File: config.mk
export PLATFORM = sky130hd
export DESIGN_NAME = queue_arbiter
export DESIGN_NICKNAME = d
export VERILOG_FILES = /design/src/rtl/qarb_pkg.sv /design/src/rtl/queue_arbiter_rr.sv /design/src/rtl/queue_arbiter.sv
export SDC_FILE = /design/constraint.sdc
export NUM_CORES = 1
export LEC_CHECK = 0
export CORE_MARGIN = 5
export CORE_UTILIZATION = 44
export DETAILED_ROUTE_END_ITERATION = 16
export HOLD_SLACK_MARGIN = 0.02
export PLACE_DENSITY = 0.8
export REMOVE_ABC_BUFFERS = 1
export SYNTH_ARGS = -nofsm -noshare
export SYNTH_HDL_FRONTEND = slang
export SYNTH_SLANG_ARGS = --single-unit
export TNS_END_PERCENT = 30
File: constraint.sdc
create_clock -name clock_10KHZ -period 2.25 [get_ports clock_10KHZ]
set_input_delay 0.5625 -clock clock_10KHZ [delete_from_list [all_inputs] [get_ports clock_10KHZ]]
set_output_delay 0.5625 -clock clock_10KHZ [all_outputs]
set_load 0.1 [all_outputs]
File: src/rtl/qarb_pkg.sv
// Shared types and constants for the queue arbiter slice.
// Optional statistics outputs are enabled with the QARB_STATS_EN macro.
package qarb_pkg;

    typedef enum logic [1:0] {
        IDLE    = 2'd0,
        ISSUE   = 2'd1,
        SETTLE  = 2'd2,
        RESPOND = 2'd3
    } state_t;

    typedef enum logic [1:0] {
        REQ_A = 2'd0,
        REQ_B = 2'd1,
        REQ_D = 2'd2
    } req_id_t;

    localparam int unsigned NUM_REQ     = 3;
    localparam int unsigned QUEUE_DEPTH = 8;
    localparam int unsigned DATA_W      = 8;
    localparam int unsigned LEN_W       = 4;
    localparam int unsigned ID_W        = 2;
    localparam int unsigned STATE_W     = 2;
    localparam int unsigned STAT_W      = 8;

    // Next requester in A -> B -> D -> A order.
    function automatic logic [ID_W-1:0] rr_next(input logic [ID_W-1:0] id);
        return (id == ID_W'(NUM_REQ - 1)) ? '0 : id + ID_W'(1);
    endfunction

endpackage

File: src/rtl/queue_arbiter_rr.sv
// Three-way round-robin arbiter: combinational one-hot grant from a
// registered pointer that moves past the winner on each advance strobe.
module rr_arbiter3
    import qarb_pkg::*;
(
    input  logic               clock_10KHZ,
    input  logic               reset,
    input  logic [NUM_REQ-1:0] eligible,
    input  logic               advance,
    input  logic [ID_W-1:0]    winner,
    output logic [NUM_REQ-1:0] grant_c
);

    logic [ID_W-1:0] ptr;

    always_ff @(posedge clock_10KHZ or posedge reset) begin
        if (reset) begin
            ptr <= ID_W'(REQ_A);
        end else if (advance) begin
            ptr <= rr_next(winner);
        end
    end

    // Walk from the pointer and grant the first eligible requester.
    always_comb begin
        logic [ID_W-1:0] idx;
        logic            found;
        grant_c = '0;
        found   = 1'b0;
        idx     = ptr;
        for (int unsigned i = 0; i < NUM_REQ; i++) begin
            if (!found && eligible[idx]) begin
                grant_c[idx] = 1'b1;
                found        = 1'b1;
            end
            idx = rr_next(idx);
        end
    end

endmodule

File: src/rtl/queue_arbiter.sv
// Shares the 8-byte queue among producers A/B and consumer D, turning level
// req/ack handshakes into timed strobes. QARB_STATS_EN adds op counters and a stall flag.
module queue_arbiter
    import qarb_pkg::*;
#(
    parameter int unsigned OP_CYCLES  = 4,
    parameter int unsigned FULL_LEVEL = 7
) (
    input  logic              clock_10KHZ,
    input  logic              reset,
    input  logic              req_a,
    input  logic [DATA_W-1:0] data_a,
    output logic              ack_a,
    input  logic              req_b,
    input  logic [DATA_W-1:0] data_b,
    output logic              ack_b,
    input  logic              req_d,
    output logic              ack_d,
    output logic [DATA_W-1:0] deq_data,
    input  logic [LEN_W-1:0]  q_len,
    input  logic [DATA_W-1:0] q_data,
    output logic [DATA_W-1:0] q_data_in,
    output logic              q_enqueue,
    output logic              q_dequeue,
    output logic              busy
`ifdef QARB_STATS_EN
    ,
    output logic [STAT_W-1:0] enq_count,
    output logic [STAT_W-1:0] deq_count,
    output logic              stall_flag
`endif
);

    localparam int unsigned CNT_W = 4;

    localparam logic [STATE_W-1:0] S_IDLE    = IDLE;
    localparam logic [STATE_W-1:0] S_ISSUE   = ISSUE;
    localparam logic [STATE_W-1:0] S_SETTLE  = SETTLE;
    localparam logic [STATE_W-1:0] S_RESPOND = RESPOND;

    logic [STATE_W-1:0] state, state_nxt;
    logic [CNT_W-1:0]   cnt, cnt_nxt;
    logic [ID_W-1:0]    win, win_nxt;
    logic [DATA_W-1:0]  data_in_nxt, deq_data_nxt;
    logic               enq_nxt, deq_nxt;
    logic               ack_a_nxt, ack_b_nxt, ack_d_nxt, busy_nxt;
    logic               room_c, has_data_c, advance_c;
    logic [NUM_REQ-1:0] eligible_c, grant_c;

    assign room_c     = q_len < LEN_W'(FULL_LEVEL);
    assign has_data_c = q_len != '0;
    assign eligible_c = {req_d & has_data_c, req_b & room_c, req_a & room_c};

    rr_arbiter3 u_arb (
        .clock_10KHZ (clock_10KHZ),
        .reset       (reset),
        .eligible    (eligible_c),
        .advance     (advance_c),
        .winner      (win),
        .grant_c     (grant_c)
    );

    // State and registered outputs.
    always_ff @(posedge clock_10KHZ or posedge reset) begin
        if (reset) begin
            state     <= S_IDLE;
            cnt       <= '0;
            win       <= ID_W'(REQ_A);
            q_data_in <= '0;
            deq_data  <= '0;
            q_enqueue <= 1'b0;
            q_dequeue <= 1'b0;
            ack_a     <= 1'b0;
            ack_b     <= 1'b0;
            ack_d     <= 1'b0;
            busy      <= 1'b0;
        end else begin
            state     <= state_nxt;
            cnt       <= cnt_nxt;
            win       <= win_nxt;
            q_data_in <= data_in_nxt;
            deq_data  <= deq_data_nxt;
            q_enqueue <= enq_nxt;
            q_dequeue <= deq_nxt;
            ack_a     <= ack_a_nxt;
            ack_b     <= ack_b_nxt;
            ack_d     <= ack_d_nxt;
            busy      <= busy_nxt;
        end
    end

    // Next state and next values of the registered outputs.
    always_comb begin
        state_nxt    = state;
        cnt_nxt      = cnt;
        win_nxt      = win;
        data_in_nxt  = q_data_in;
        deq_data_nxt = deq_data;
        enq_nxt      = 1'b0;
        deq_nxt      = 1'b0;
        ack_a_nxt    = 1'b0;
        ack_b_nxt    = 1'b0;
        ack_d_nxt    = 1'b0;
        advance_c    = 1'b0;

        case (state)
            S_IDLE: begin
                if (|grant_c) begin
                    state_nxt = S_ISSUE;
                    if (grant_c[REQ_A]) begin
                        win_nxt     = ID_W'(REQ_A);
                        data_in_nxt = data_a;
                    end else if (grant_c[REQ_B]) begin
                        win_nxt     = ID_W'(REQ_B);
                        data_in_nxt = data_b;
                    end else begin
                        win_nxt = ID_W'(REQ_D);
                    end
                    enq_nxt = ~grant_c[REQ_D];
                    deq_nxt = grant_c[REQ_D];
                end
            end
            S_ISSUE: begin
                state_nxt = S_SETTLE;
                cnt_nxt   = '0;
            end
            S_SETTLE: begin
                if (cnt == CNT_W'(OP_CYCLES - 1)) begin
                    state_nxt = S_RESPOND;
                    cnt_nxt   = '0;
                    ack_a_nxt = (win == REQ_A);
                    ack_b_nxt = (win == REQ_B);
                    ack_d_nxt = (win == REQ_D);
                    if (win == REQ_D) begin
                        deq_data_nxt = q_data;
                    end
                end else begin
                    cnt_nxt = cnt + CNT_W'(1);
                end
            end
            S_RESPOND: begin
                state_nxt = S_IDLE;
                advance_c = 1'b1;
            end
            default: begin
                state_nxt = S_IDLE;
            end
        endcase

        busy_nxt = (state_nxt != S_IDLE);
    end

`ifdef QARB_STATS_EN
    localparam int unsigned STALL_W = 4;

    logic [STALL_W-1:0] stall_run;
    logic               inelig_c;

    assign inelig_c = ((req_a | req_b) & ~room_c) | (req_d & ~has_data_c);

    // Completed-op counters and a sticky flag for requests starved 16 IDLE cycles.
    always_ff @(posedge clock_10KHZ or posedge reset) begin
        if (reset) begin
            enq_count  <= '0;
            deq_count  <= '0;
            stall_run  <= '0;
            stall_flag <= 1'b0;
        end else begin
            if (state == S_RESPOND) begin
                if (win == REQ_D) begin
                    deq_count <= deq_count + STAT_W'(1);
                end else begin
                    enq_count <= enq_count + STAT_W'(1);
                end
            end
            if ((state == S_IDLE) && inelig_c) begin
                if (stall_run == '1) begin
                    stall_flag <= 1'b1;
                end else begin
                    stall_run <= stall_run + STALL_W'(1);
                end
            end else begin
                stall_run <= '0;
            end
        end
    end
`endif

endmodule

==> qor.yml, run 1 <==
combinationalPowerShare_pct: 59.4
dpl.hpwl_um: 2690
hp-start: "deq_data[4]"
crit_type: "input pin to flop"
yosysTopAreaCellShare_pct: 54.1
grt_max_degree: 33
crit_path_max_fanout: 8
synth_mux_area_share_pct: 12.2
vias: 1254
final_cells: 254
ctsHoldBuffers: 0
whs_endpoint: "deq_data[4]"
r2r_end: "deq_data[5]"
leakagePower_nw: 1.00
initial_core_util_pct: 45.0
timing.setup.tns_ps: 0
io-pin-count: 55
root_buffer: "clkbuf_4"
synth_largest_area_cell: "dfrtp_1"
pwr-share-seq_pct: 30.6
gp_congestion: 0.810
vdd_drop_max_uv: 655
critPathRequiredTime_ps: 2470
synth-compound-area-share_pct: 11.2
rsz0062_at_grt: "no"
syn2layout_area_growth_pct: 45.3
cts-htree-levels: 2
fin_skew_ps: 9.45
cts_setup_buffers: 0
post_cts_resized: 0
tightest_slew_ps: 430
die_h_um: 68.0
critPathArrivalTime_ps: 2410
drive_gt1_share_pct: 24.0
cts_tree: "built"
r2r_cells: 6
worstSkewPairLatency_ps: 330
cp_slowest_stage_delay_ps: 460
drc: 0
dieArea_um2: 4620
synth-seq-cells: 32
cts_sinks: 32
ant_nets: 0
yosys.area_share.xor_xnor_pct: 0
finalSetupViolations: 0
core-area_um2: 3280
drt_pass1_iterations: 4
outcome: "finished clean"
cts_max_path_buffers: 2
postSynthCellCount: 138
avgSynthCellArea_um2: 10.7
finalCritPeriodShare_pct: 97.6
fillers: 272
synth_warnings: 0
crit_buf_inv: 1
path_cells: "clkdlybuf4s50_1 -> o41a_1 -> a21oi_2 -> o211ai_4 -> mux2_1 -> mux2_2"
netlist_area_um2: 1480
dpl-instance-area_um2: 2090
grt_use_total_pct: 16.7
slowest_stage: "clkdlybuf4s50_1"
antenna_found_initial: 0
place_inst: 247
grt_overflow_total: 0
routed_via_density: 4.94
worst_slack_ps: 54.6
p_clk_share_pct: 10.0
dieWidth_um: 68.0
crit_family: "compound AO/OA/AOI/OAI gates"
max_slew_margin_pct: 71.2
drv_cap: 0
p_int_mw: 1.36
portBuffers: 54
synth_edf_count: 0
end_kind: "flop"
fin_util_pct: 65.4
diodes: 0
final_area_um2: 2150
synthSimpleGateAreaFrac_pct: 16.6
p_sw_mw: 1.60
hold_depth: 2
clkSlewWorstSetupHoldPaths_ps: 90
max_freq_ghz: 0.455
synthTopCellsByCount: "nand2_1, dfrtp_1, inv_1, mux2_1, mux2_2"
fp-row-count: 21
grt_pass1_wl_um: 5730
cts_buffers: 5
finalHoldViolations: 0
synth.most_common_cell: "nand2_1"
async_flop_share_pct: 100
grt_pass1_vias: 1307
synth_sequential_area_ratio_pct: 54.1
wirelength_um: 3440
hold_ws_ps: 495
synth_top_family_by_area: "simple AND/OR/NAND/NOR gates"
period_needed_ps: 2200
total_power_mw: 2.97
synth_top_flop_cell: "dfrtp_1"
hold_path.class: "flop to flop"
swShare_pct: 54.1
post-place-ws_ps: -305
cp-start-kind: "input pin"
nNetsFinal: 245
wl_per_cell_um: 13.5
synthTopCellsByArea: "dfrtp_1, nand2_1, mux2_1, mux2_2, ha_1"
ys_types: 31
reg2reg_slack_ps: 460
rr_startpoint: "cnt[0]"
drv_slew: 0
synthAdderAreaFrac_pct: 3.38
power_density_nw_per_um2: 1380
drtIter0Drc: 24
flip-flops by register name (all words and copies together), names as in the netlist, 2 cells and up:
name       flops
cnt            4
u_arb.ptr      2
state          2
win            2
deq_data       8
q_data_in      8
tightest hold or removal path: cells and delay by family, from the launching register on:
kind          cells  cell delay [ps]
flops             1              360
simple gates      2              100
kinds of logic after synthesis:
group / Yosys count
and+or+nand+nor: 54
DFF: 32
AOI/OAI and AO/OA: 22
muxes: 16
buffers and inverters: 10
adders and majority gates: 4
per-layer routing:
layer	track usage [%]	wire length [um]
met1	17.2	1330
met2	30.1	1700
met3	5.42	333
met4	8.19	69
met5	0	0
power groups by stage:
stage	logic [mW]	clock network [mW]	registers (mW)
after floorplan	0.424	0	1.81
after global placement	1.74	0	0.909
after detailed placement	1.77	0	0.919
after CTS	1.78	0.312	0.909
after global routing	1.85	0.337	0.939
final	1.76	0.296	0.909
worst max-delay path by stage:
stage	startpoint	end	slack [ps]	depth (start not counted)
6_report	q_len[3]	q_data_in[0]	50	6
3_5_place_dp	q_len[1]	q_data_in[0]	-310	6
4_1_cts	q_len[1]	q_data_in[0]	40	6
2_1_floorplan	q_len[2]	q_data_in[0]	270	5
5_1_grt	q_len[3]	q_data_in[0]	1	6
3_3_place_gp	q_len[2]	q_data_in[2]	-230	6
area by class of cell:
class	instances	area [um2]	share of cell area, %
Sequential cell	32	801	37.3
Inverter	9	33.8	1.57
Multi-Input combinational cell	96	647	30.1
Clock buffer	6	41.3	1.92
Clock inverter	1	5.00	0.233
Tap cell	46	57.6	2.68
Timing Repair Buffer	64	563	26.2
cell usage in the layout, fill, tap and decap left out, drive strengths merged, types with 2 or more instances in the layout:
cell type       n
ha              4
clkbuf          6
dfrtp          32
clkinv          2
nor2            3
nand2          36
buf            32
a21oi           3
o21ai           7
nand2b          2
o31ai           3
clkdlybuf4s50  31
nand3b          2
o2111ai         2
nor3b           2
and2            2
nand3           2
nor2b           2
inv             8
mux2           16
Note: power is estimated with default switching activity, not from simulation.
==> inputs of run 2 (changes only) <==
--- a/config.mk
+++ b/config.mk
@@ -5,10 +5,10 @@
 export SDC_FILE = /design/constraint.sdc
 export NUM_CORES = 1
 export LEC_CHECK = 0
+export CAP_MARGIN = 15
 export CORE_MARGIN = 5
 export CORE_UTILIZATION = 44
 export DETAILED_ROUTE_END_ITERATION = 16
-export HOLD_SLACK_MARGIN = 0.02
 export PLACE_DENSITY = 0.8
 export REMOVE_ABC_BUFFERS = 1
 export SYNTH_ARGS = -nofsm -noshare
==> results of run 2 <==
Final layout, timing and power as in run 1 (identical DEF).
